## src/rtl/ctrl_pkg.sv

```systemverilog
// ctrl_pkg: shared state, opcode and ALU encodings for the multi-cycle control FSM
package ctrl_pkg;
  typedef enum logic [2:0] {FETCH, DECODE, EXEC, WB, MEM, CMP, BR, HALT} state_e;
  localparam logic [3:0] OP_ADD = 4'h0, OP_SUB = 4'h1, OP_AND = 4'h2, OP_OR = 4'h3, OP_XOR = 4'h4;
  localparam logic [3:0] OP_ADDI = 4'h5, OP_LW = 4'h6, OP_SW = 4'h7, OP_BEQ = 4'h8, OP_BNE = 4'h9;
  localparam logic [3:0] OP_JMP = 4'hA, OP_HLT = 4'hF;
  localparam logic [2:0] ALU_ADD = 3'd0, ALU_SUB = 3'd1, ALU_AND = 3'd2, ALU_OR = 3'd3, ALU_XOR = 3'd4;
  function automatic logic [2:0] alu_dec(input logic [3:0] op);
    case (op)
      OP_SUB: return ALU_SUB;
      OP_AND: return ALU_AND;
      OP_OR: return ALU_OR;
      OP_XOR: return ALU_XOR;
      default: return ALU_ADD;
    endcase
  endfunction
endpackage

```

## src/rtl/multicycle_ctrl_fsm.sv

```systemverilog
// multicycle_ctrl_fsm: fetch/decode/execute/memory/writeback sequencer driving the datapath strobes
module multicycle_ctrl_fsm
  import ctrl_pkg::*;
#(
  parameter int MEM_TIMEOUT = 16,
  parameter int ALU_OP_W = 3
) (
  input  logic                clk,
  input  logic                reset,
  input  logic [3:0]          opcode,
  input  logic                zero_flag,
  input  logic                mem_ready,
  output logic                pc_write,
  output logic                pc_src,
  output logic                ir_write,
  output logic                mem_req,
  output logic                mem_we,
  output logic                iord,
  output logic [ALU_OP_W-1:0] alu_op,
  output logic                alu_src_imm,
  output logic                reg_write,
  output logic                wb_sel_mem,
  output logic                zero_flag_enable,
  output logic                halted,
  output logic                illegal_op,
  output logic                bus_error
);
  localparam int CW = MEM_TIMEOUT > 2 ? $clog2(MEM_TIMEOUT) : 1;
  state_e state_q, state_d;
  logic [3:0] op_q, op_d;
  logic [CW-1:0] cnt_q, cnt_d;
  logic bus_err_q, bus_err_d, timeout;
  logic [2:0] alu;
  assign timeout = !mem_ready && cnt_q == CW'(MEM_TIMEOUT - 1);
  assign alu_op = ALU_OP_W'(alu);
  // Reset forces every strobe low combinationally so an aborted request drops at once.
  always_comb begin
    state_d = state_q;
    op_d = op_q;
    cnt_d = '0;
    bus_err_d = bus_err_q;
    {pc_write, pc_src, ir_write, mem_req, mem_we, iord, alu_src_imm} = '0;
    {reg_write, wb_sel_mem, zero_flag_enable, halted, illegal_op} = '0;
    alu = ALU_ADD;
    bus_error = !reset && bus_err_q;
    if (!reset)
      case (state_q)
        FETCH: begin
          mem_req = 1'b1;
          if (mem_ready) begin
            {ir_write, pc_write} = 2'b11;
            state_d = DECODE;
          end else if (timeout) begin
            bus_err_d = 1'b1;
            state_d = HALT;
          end else cnt_d = cnt_q + 1'b1;
        end
        DECODE: begin
          op_d = opcode;
          case (opcode)
            OP_ADD, OP_SUB, OP_AND, OP_OR, OP_XOR, OP_ADDI, OP_LW, OP_SW: state_d = EXEC;
            OP_BEQ, OP_BNE: state_d = CMP;
            OP_JMP: begin
              {pc_write, pc_src} = 2'b11;
              state_d = FETCH;
            end
            OP_HLT: state_d = HALT;
            default: begin
              illegal_op = 1'b1;
              state_d = FETCH;
            end
          endcase
        end
        EXEC: begin
          alu = alu_dec(op_q);
          alu_src_imm = op_q >= OP_ADDI;
          zero_flag_enable = op_q <= OP_ADDI;
          state_d = op_q <= OP_ADDI ? WB : MEM;
        end
        WB: begin
          reg_write = 1'b1;
          state_d = FETCH;
        end
        MEM: begin
          {mem_req, iord} = 2'b11;
          mem_we = op_q == OP_SW;
          if (mem_ready) begin
            {reg_write, wb_sel_mem} = {2{op_q == OP_LW}};
            state_d = FETCH;
          end else if (timeout) begin
            bus_err_d = 1'b1;
            state_d = HALT;
          end else cnt_d = cnt_q + 1'b1;
        end
        CMP: begin
          alu = ALU_SUB;
          zero_flag_enable = 1'b1;
          state_d = BR;
        end
        BR: begin
          {pc_write, pc_src} = {2{op_q == OP_BEQ ? zero_flag : !zero_flag}};
          state_d = FETCH;
        end
        HALT: halted = 1'b1;
      endcase
  end
  always_ff @(posedge clk)
    if (reset) begin
      state_q <= FETCH;
      op_q <= '0;
      cnt_q <= '0;
      bus_err_q <= 1'b0;
    end else begin
      state_q <= state_d;
      op_q <= op_d;
      cnt_q <= cnt_d;
      bus_err_q <= bus_err_d;
    end
endmodule

```

## config.mk

```make
export PLATFORM = sky130hd
export DESIGN_NAME = multicycle_ctrl_fsm
export DESIGN_NICKNAME = d
export VERILOG_FILES = /design/src/rtl/ctrl_pkg.sv /design/src/rtl/multicycle_ctrl_fsm.sv
export SDC_FILE = /design/constraint.sdc
export NUM_CORES = 1
export LEC_CHECK = 0
export ABC_AREA = 1
export BUFFER_PORTS_ARGS = -buffer_cell sky130_fd_sc_hd__clkbuf_2
export CORE_ASPECT_RATIO = 1.5
export CORE_MARGIN = 2
export CORE_UTILIZATION = 40
export CTS_CLUSTER_SIZE = 8
export DETAILED_ROUTE_END_ITERATION = 10
export MAX_ROUTING_LAYER = met4
export PLACE_DENSITY_LB_ADDON = 0.3
export SYNTH_ARGS = -nofsm -noshare
export SYNTH_HDL_FRONTEND = slang
export SYNTH_SLANG_ARGS = --single-unit
```

## constraint.sdc

```tcl
create_clock -name clk -period 2.9 [get_ports clk]
set_input_delay 0.145 -clock clk [delete_from_list [all_inputs] [get_ports clk]]
set_output_delay 0.145 -clock clk [all_outputs]
set_load 0.005 [all_outputs]
```

==> results.sh, run 1 <==
export IMPL_drc=0
export IMPL_crit_start="state_q[1]$_SDFFE_PP0P_"
export IMPL_outcome="complete, no violations"
export IMPL_syn_inst=136
export IMPL_routed_wl_um=1920
export IMPL_worst_setup_path_start_kind="flop"
export IMPL_dpl_cell_area_sq_um=947
export IMPL_fp_dieW_um=40.7
export IMPL_root_buffer="clkbuf_4"
export IMPL_cts_tree="built"
export IMPL_worst_slew_pin_slew_ps=286
export IMPL_num_rows=19
export IMPL_first_iter_violations=16
export IMPL_clock_latency_ps=270
export IMPL_postRouteAntennaNets=0
export IMPL_drv_cap=0
export IMPL_ys_ff_latch=12
export IMPL_grt_max_degree=15
export IMPL_rr_endpoint="state_q[0]$_SDFFE_PP0P_"
export IMPL_cp_max_fo=9
export IMPL_first_pass_iters=4
export IMPL_htreeDepth=1
export IMPL_fmax_mhz=626
export IMPL_worstPathRequired_ps=2760
export IMPL_dieArea_sq_um=2410
export IMPL_fp_dieH_um=59.1
export IMPL_nets=172
export IMPL_overflow=0
export IMPL_slew_headroom_pct=80.9
export IMPL_hold_path_class="primary input to flop"
export IMPL_syn_area_sq_um=810
export IMPL_setup_viol_count_final=0
export IMPL_path_class="flop to output pin"
export IMPL_antenna_found_initial=0
export IMPL_start_util_pct=43.1
export IMPL_avgRoutedWirePerCell_um=10.5
export IMPL_vias=908
export IMPL_p_leak_nw=0.546
export IMPL_period_needed_ps=1600
export IMPL_synth_edff_count=0
export IMPL_viasPerCell=4.96
export IMPL_rsz0062_at_grt="false"
export IMPL_holdBufCountCts=0
export IMPL_syn_num_nets=145
export IMPL_cts_setup_buffers=0
export IMPL_worstPathArrival_ps=1450
export IMPL_yosys_warnings=0
export IMPL_io_buffers=23
export IMPL_synthTopCellsByArea="dfxtp_1, nand2_1, nor2_1, inv_1, nand3_1"
export IMPL_timing_rr_start="cnt_q[0]$_SDFF_PP0_"
export IMPL_ir_drop_mv=0.362
export IMPL_grt_pass1_vias=809
export IMPL_skew_ps=3.36
export IMPL_setup_tns_final_ps=0
export IMPL_groute_usage_overall_pct=18.7
export IMPL_synth_cell_types=24
export IMPL_final_util_pct=52.4
export IMPL_synth_top_area_share_pct=29.7
export IMPL_core_sq_um=1880
export IMPL_hold_viol=0
export IMPL_p_per_area_nw_per_um2=568
export IMPL_syn_avg_cell_area_sq_um=5.95
export IMPL_pin_count=24
export IMPL_rr_worst_depth=7
export IMPL_final_cells=183
export IMPL_clock_sinks=12
export IMPL_async_flop_share_pct=0
export IMPL_yosysSeqAreaShare_pct=29.7
export IMPL_setup_worst_path_end="illegal_op"
export IMPL_path_clk_slew_ps=80
export IMPL_yosysMostFrequentCell="nand2_1"
export IMPL_antenna_cells=0
export IMPL_stdcell_area_sq_um=983
export IMPL_ys_top_cells_by_count="nand2_1, nor2_1, inv_1"
export IMPL_hpwl_um=1560
export IMPL_grt_pass1_wl_um=3080
export IMPL_period_share_pct=55.1
export IMPL_clockBufferDepth=2
export IMPL_synth_top_flop_cell="dfxtp_1"
export IMPL_gp_congestion=0.882
export IMPL_ctsResizeCount=0
export IMPL_drive_gt1_share_pct=23.5
export IMPL_area_growth_pct=21.5
export IMPL_drv_slew=0
export IMPL_cp_end_kind="output pin"
export IMPL_cts_buffers=3
export IMPL_dp_cells=179
export IMPL_synth_top_area_cell="dfxtp_1"
export IMPL_ff2ff_setup_slack_ps=1670
per-layer routing:
metal	GRT usage (%)	up-vias	share of wire (%)
li1	-	478	-
met4	7.14	0	1.4
met1	18.2	407	41
met2	34.0	19	54
met5	-	-	0
met3	3.38	4	3.8
sequential cells by signal, summed over array words and instances, names as in the netlist:
signal	count
state_q	3
op_q	4
cnt_q	4
bus_err_q	1
cells in the final DEF (no fill, tap or decap), types with 2 or more instances in the layout:
master and n:
inv_2 3, clkbuf_2 23, nor3_1 3, inv_1 23, clkbuf_4 3, a21oi_1 5
nand2_1 32, dfxtp_1 12, nand3_1 13, nand2_2 2, o21ai_0 4, nor2_1 24
nor2_2 2
report_power, final:
group	total, mW	switching (mW)	internal, mW
logic	0.199	0.131	0.0680
registers	0.227	0.0360	0.191
clock network	0.133	0.0564	0.0764
metrics by stage:
stage	power (mW)	hold slack (ps)	setup slack, ps
3_3_place_gp	0.425	411	1620
4_1_cts	0.563	133	1300
3_5_place_dp	0.429	416	1610
2_1_floorplan	0.371	279	1860
6_report	0.559	129	1300
5_1_grt	0.601	155	1170
cell type report:
cell class | instances | area (sq um)
tap | 21 | 26.3
multi-input combinational | 97 | 468
timing repair buffer | 23 | 115
inverter | 26 | 97.6
sequential | 12 | 240
clock buffer | 4 | 36.3
fill | 207 | 895
critical path, stage by stage, from the launching register on:
cell	delay [ps]
dfxtp_1	380
inv_2	110
nand2_2	70
nor2_4	200
nand3_1	150
nor3_2	130
clkbuf_2	130
worst min path at each step:
stage	start	end	slack, ps	cells after the start
floorplan	opcode[0]	op_q[0]$_SDFFE_PP0P_	280	2
global placement	opcode[0]	op_q[0]$_SDFFE_PP0P_	410	3
detailed placement	opcode[0]	op_q[0]$_SDFFE_PP0P_	420	3
CTS	opcode[0]	op_q[0]$_SDFFE_PP0P_	130	3
global route	opcode[0]	op_q[0]$_SDFFE_PP0P_	160	3
finish	opcode[0]	op_q[0]$_SDFFE_PP0P_	130	3
kinds of logic (layout without fill, tap and decap cells):
group / count (synthesis) / after routing / share of synthesized area, %
flip-flops: 12 / 12 / 29.7
adder cells (fa/ha/maj): 1 / 1 / 1.55
buffers and inverters: 27 / 53 / 12.5
AO/OA/AOI/OAI: 11 / 11 / 7.26
AND/OR/NAND/NOR: 83 / 83 / 46.8
XOR/XNOR: 2 / 2 / 2.16
No activity file was read; power rests on OpenSTA's default activity.
==> run 2, diff against run 1 <==
Settings changed: ABC_AREA 1 to 0.
Clock period 2.9 ns to 1.5 ns, I/O delays scaled along.
==> results.sh, run 2 <==
export IMPL_outcome="complete, no violations"
export IMPL_vias=898
export IMPL_synth_compound_area_share_pct=20.6
export IMPL_holdBufCountCts=0
export IMPL_first_pass_iters=4
export IMPL_synth_edff_count=0
export IMPL_hold_path_class="primary input to flop"
export IMPL_overflow=0
export IMPL_viasPerCell=5.65
export IMPL_io_buffers=23
export IMPL_async_flop_share_pct=0
export IMPL_path_class="flop to output pin"
export IMPL_drv_slew=0
export IMPL_antenna_cells=0
export IMPL_final_cells=159
export IMPL_fp_dieH_um=61.5
export IMPL_synth_top_family_by_area="simple AND/OR/NAND/NOR gates"
export IMPL_clock_latency_ps=270
export IMPL_dpl_cell_area_sq_um=993
export IMPL_groute_usage_overall_pct=17.7
export IMPL_synth_adder_area_share_pct=1.42
export IMPL_pin_count=24
export IMPL_synth_xor_area_share_pct=3.97
export IMPL_fp_dieW_um=42.3
export IMPL_ys_top_cells_by_count="dfxtp_1, nor2_1, a21oi_1"
export IMPL_power_total_mw=1.00
export IMPL_cts_buffers=3
export IMPL_dieArea_sq_um=2600
export IMPL_clockBufferDepth=2
export IMPL_skew_ps=6.65
export IMPL_cp_end_kind="output pin"
export IMPL_syn_avg_cell_area_sq_um=7.88
export IMPL_postRouteAntennaNets=0
export IMPL_grt_pass1_vias=798
export IMPL_synthMuxAreaShare_pct=0
export IMPL_first_iter_violations=10
export IMPL_ir_drop_mv=0.467
export IMPL_path_clk_slew_ps=70
export IMPL_synthTopCellsByArea="dfxtp_1, a21oi_1, nor4b_2, nor2_1, nand3_1"
export IMPL_worst_setup_path_start_kind="flop"
export IMPL_worst_slew_pin_slew_ps=392
export IMPL_area_growth_pct=26.4
export IMPL_ys_ff_latch=12
export IMPL_synth_top_area_share_pct=27.2
export IMPL_yosys_area_share_simple_pct=38.2
export IMPL_final_cell_mix="clkbuf_2, nor2_1, a21oi_1"
export IMPL_cp_max_fo=13
export IMPL_drive_gt1_share_pct=40.1
export IMPL_clock_sinks=12
export IMPL_antenna_found_initial=0
export IMPL_root_buffer="clkbuf_4"
export IMPL_drc=0
export IMPL_core_sq_um=2050
export IMPL_p_per_area_nw_per_um2=897
export IMPL_hold_viol=0
export IMPL_worstPathRequired_ps=1420
export IMPL_nets=147
export IMPL_slew_headroom_pct=73.2
export IMPL_hpwl_um=1570
export IMPL_period_share_pct=95.5
export IMPL_num_rows=20
export IMPL_avgRoutedWirePerCell_um=13.2
export IMPL_stdcell_area_sq_um=1110
export IMPL_setup_viol_count_final=0
export IMPL_routed_wl_um=2100
export IMPL_synth_top_area_cell="dfxtp_1"
export IMPL_syn_area_sq_um=882
export IMPL_worstPathArrival_ps=1360
export IMPL_syn_inst=112
export IMPL_period_needed_ps=1430
export IMPL_layout_commonest_cell="clkbuf_2"
export IMPL_yosys_warnings=0
export IMPL_synth_cell_types=42
export IMPL_top_regs="cnt_q: 4 flops, op_q: 4 flops, state_q: 3 flops"
export IMPL_start_util_pct=43.0
export IMPL_grt_max_degree=14
export IMPL_cts_tree="built"
export IMPL_gp_congestion=0.877
export IMPL_yosysMostFrequentCell="dfxtp_1"
export IMPL_p_leak_nw=0.465
export IMPL_htreeDepth=1
export IMPL_syn_num_nets=121
export IMPL_rsz0062_at_grt="true"
export IMPL_drv_cap=0
export IMPL_yosysSeqAreaShare_pct=27.2
export IMPL_synth_top_flop_cell="dfxtp_1"
export IMPL_grt_pass1_wl_um=3380
export IMPL_dp_cells=153
export IMPL_fmax_mhz=698
==> run 2: cell count changes after synthesis, moves of 3 or more <==
cell / previous run / this run
a211oi_1: 0 / 4
a21oi_1: 5 / 10
and3_1: 0 / 3
buf_2: 0 / 4
buf_6: 0 / 3
inv_1: 23 / 5
nand2_1: 32 / 7
nand2b_1: 0 / 3
nand3_1: 13 / 7
nor2_1: 24 / 11
nor4b_2: 0 / 3
o21ai_1: 0 / 5
==> run 2: final cells by class <==
class	instances	area, sq um
flip-flops and latches	12	264
clock buffers	4	36.3
multi-input cells	87	608
well taps	22	27.5
repair buffers	28	156
inverters	6	22.5
fillers	210	937
==> run 2: metrics by stage <==
stage | util [%] | setup WS (ps) | setup TNS (ps) | hold WS [ps]
6_report | 54.3 | 67.0 | 0 | 90.8
5_1_grt | 54.3 | -53.9 | -95.5 | 87.0
4_1_cts | 51.5 | -12.9 | -12.9 | 85.0
3_5_place_dp | 48.4 | 101 | 0 | 378
3_3_place_gp | 48.4 | 112 | 0 | 373
2_1_floorplan | - | 209 | 0 | 173
==> run 2: what timing repair did <==
item,4_1_cts,5_1_grt
gates cloned,0,0
resized for setup,10,13
endpoints found under the setup margin,9,8
setup buffers,0,2
pin swaps,0,4
==> run 2: per-layer routing <==
layer | routed length [um] | vias to the layer above | track usage [%]
li1 | - | 453 | -
met1 | 864 | 409 | 19.0
met2 | 1050 | 27 | 29.7
met3 | 96 | 9 | 2.35
met4 | 91 | 0 | 13.4
met5 | 0 | - | -
==> run 2: kinds of logic after synthesis <==
family	count (synthesis)
compound gates	29
flops	12
simple gates	53
fa+ha+maj	1
xor+xnor	4
buf+inv	13
==> run 2: report_power, final <==
part | internal [mW] | switching, mW | leakage, nW
logic | 0.153 | 0.170 | 0.341
clock network | 0.148 | 0.103 | 0.0210
registers | 0.355 | 0.0709 | 0.102
total | 0.656 | 0.344 | 0.465
==> run 2: worst max-delay path: stages, from the launching register on <==
cell and delay, ps:
dfxtp_4 400, nand2b_4 170, or2_0 220, o211ai_1 160, clkbuf_2 140
==> run 2: worst paths after layout <==
| path | from | end | slack, ps | cells past startpoint |
|---|---|---|---|---|
| setup / recovery | state_q[0]$_SDFFE_PP0P_ | pc_write | 70 | 4 |
| hold / removal | opcode[0] | op_q[0]$_SDFFE_PP0P_ | 90 | 3 |
| setup reg to reg | cnt_q[0]$_SDFF_PP0_ | state_q[2]$_SDFFE_PP0P_ | 90 | 4 |
| hold reg to reg | cnt_q[0]$_SDFF_PP0_ | cnt_q[0]$_SDFF_PP0_ | 450 | 1 |
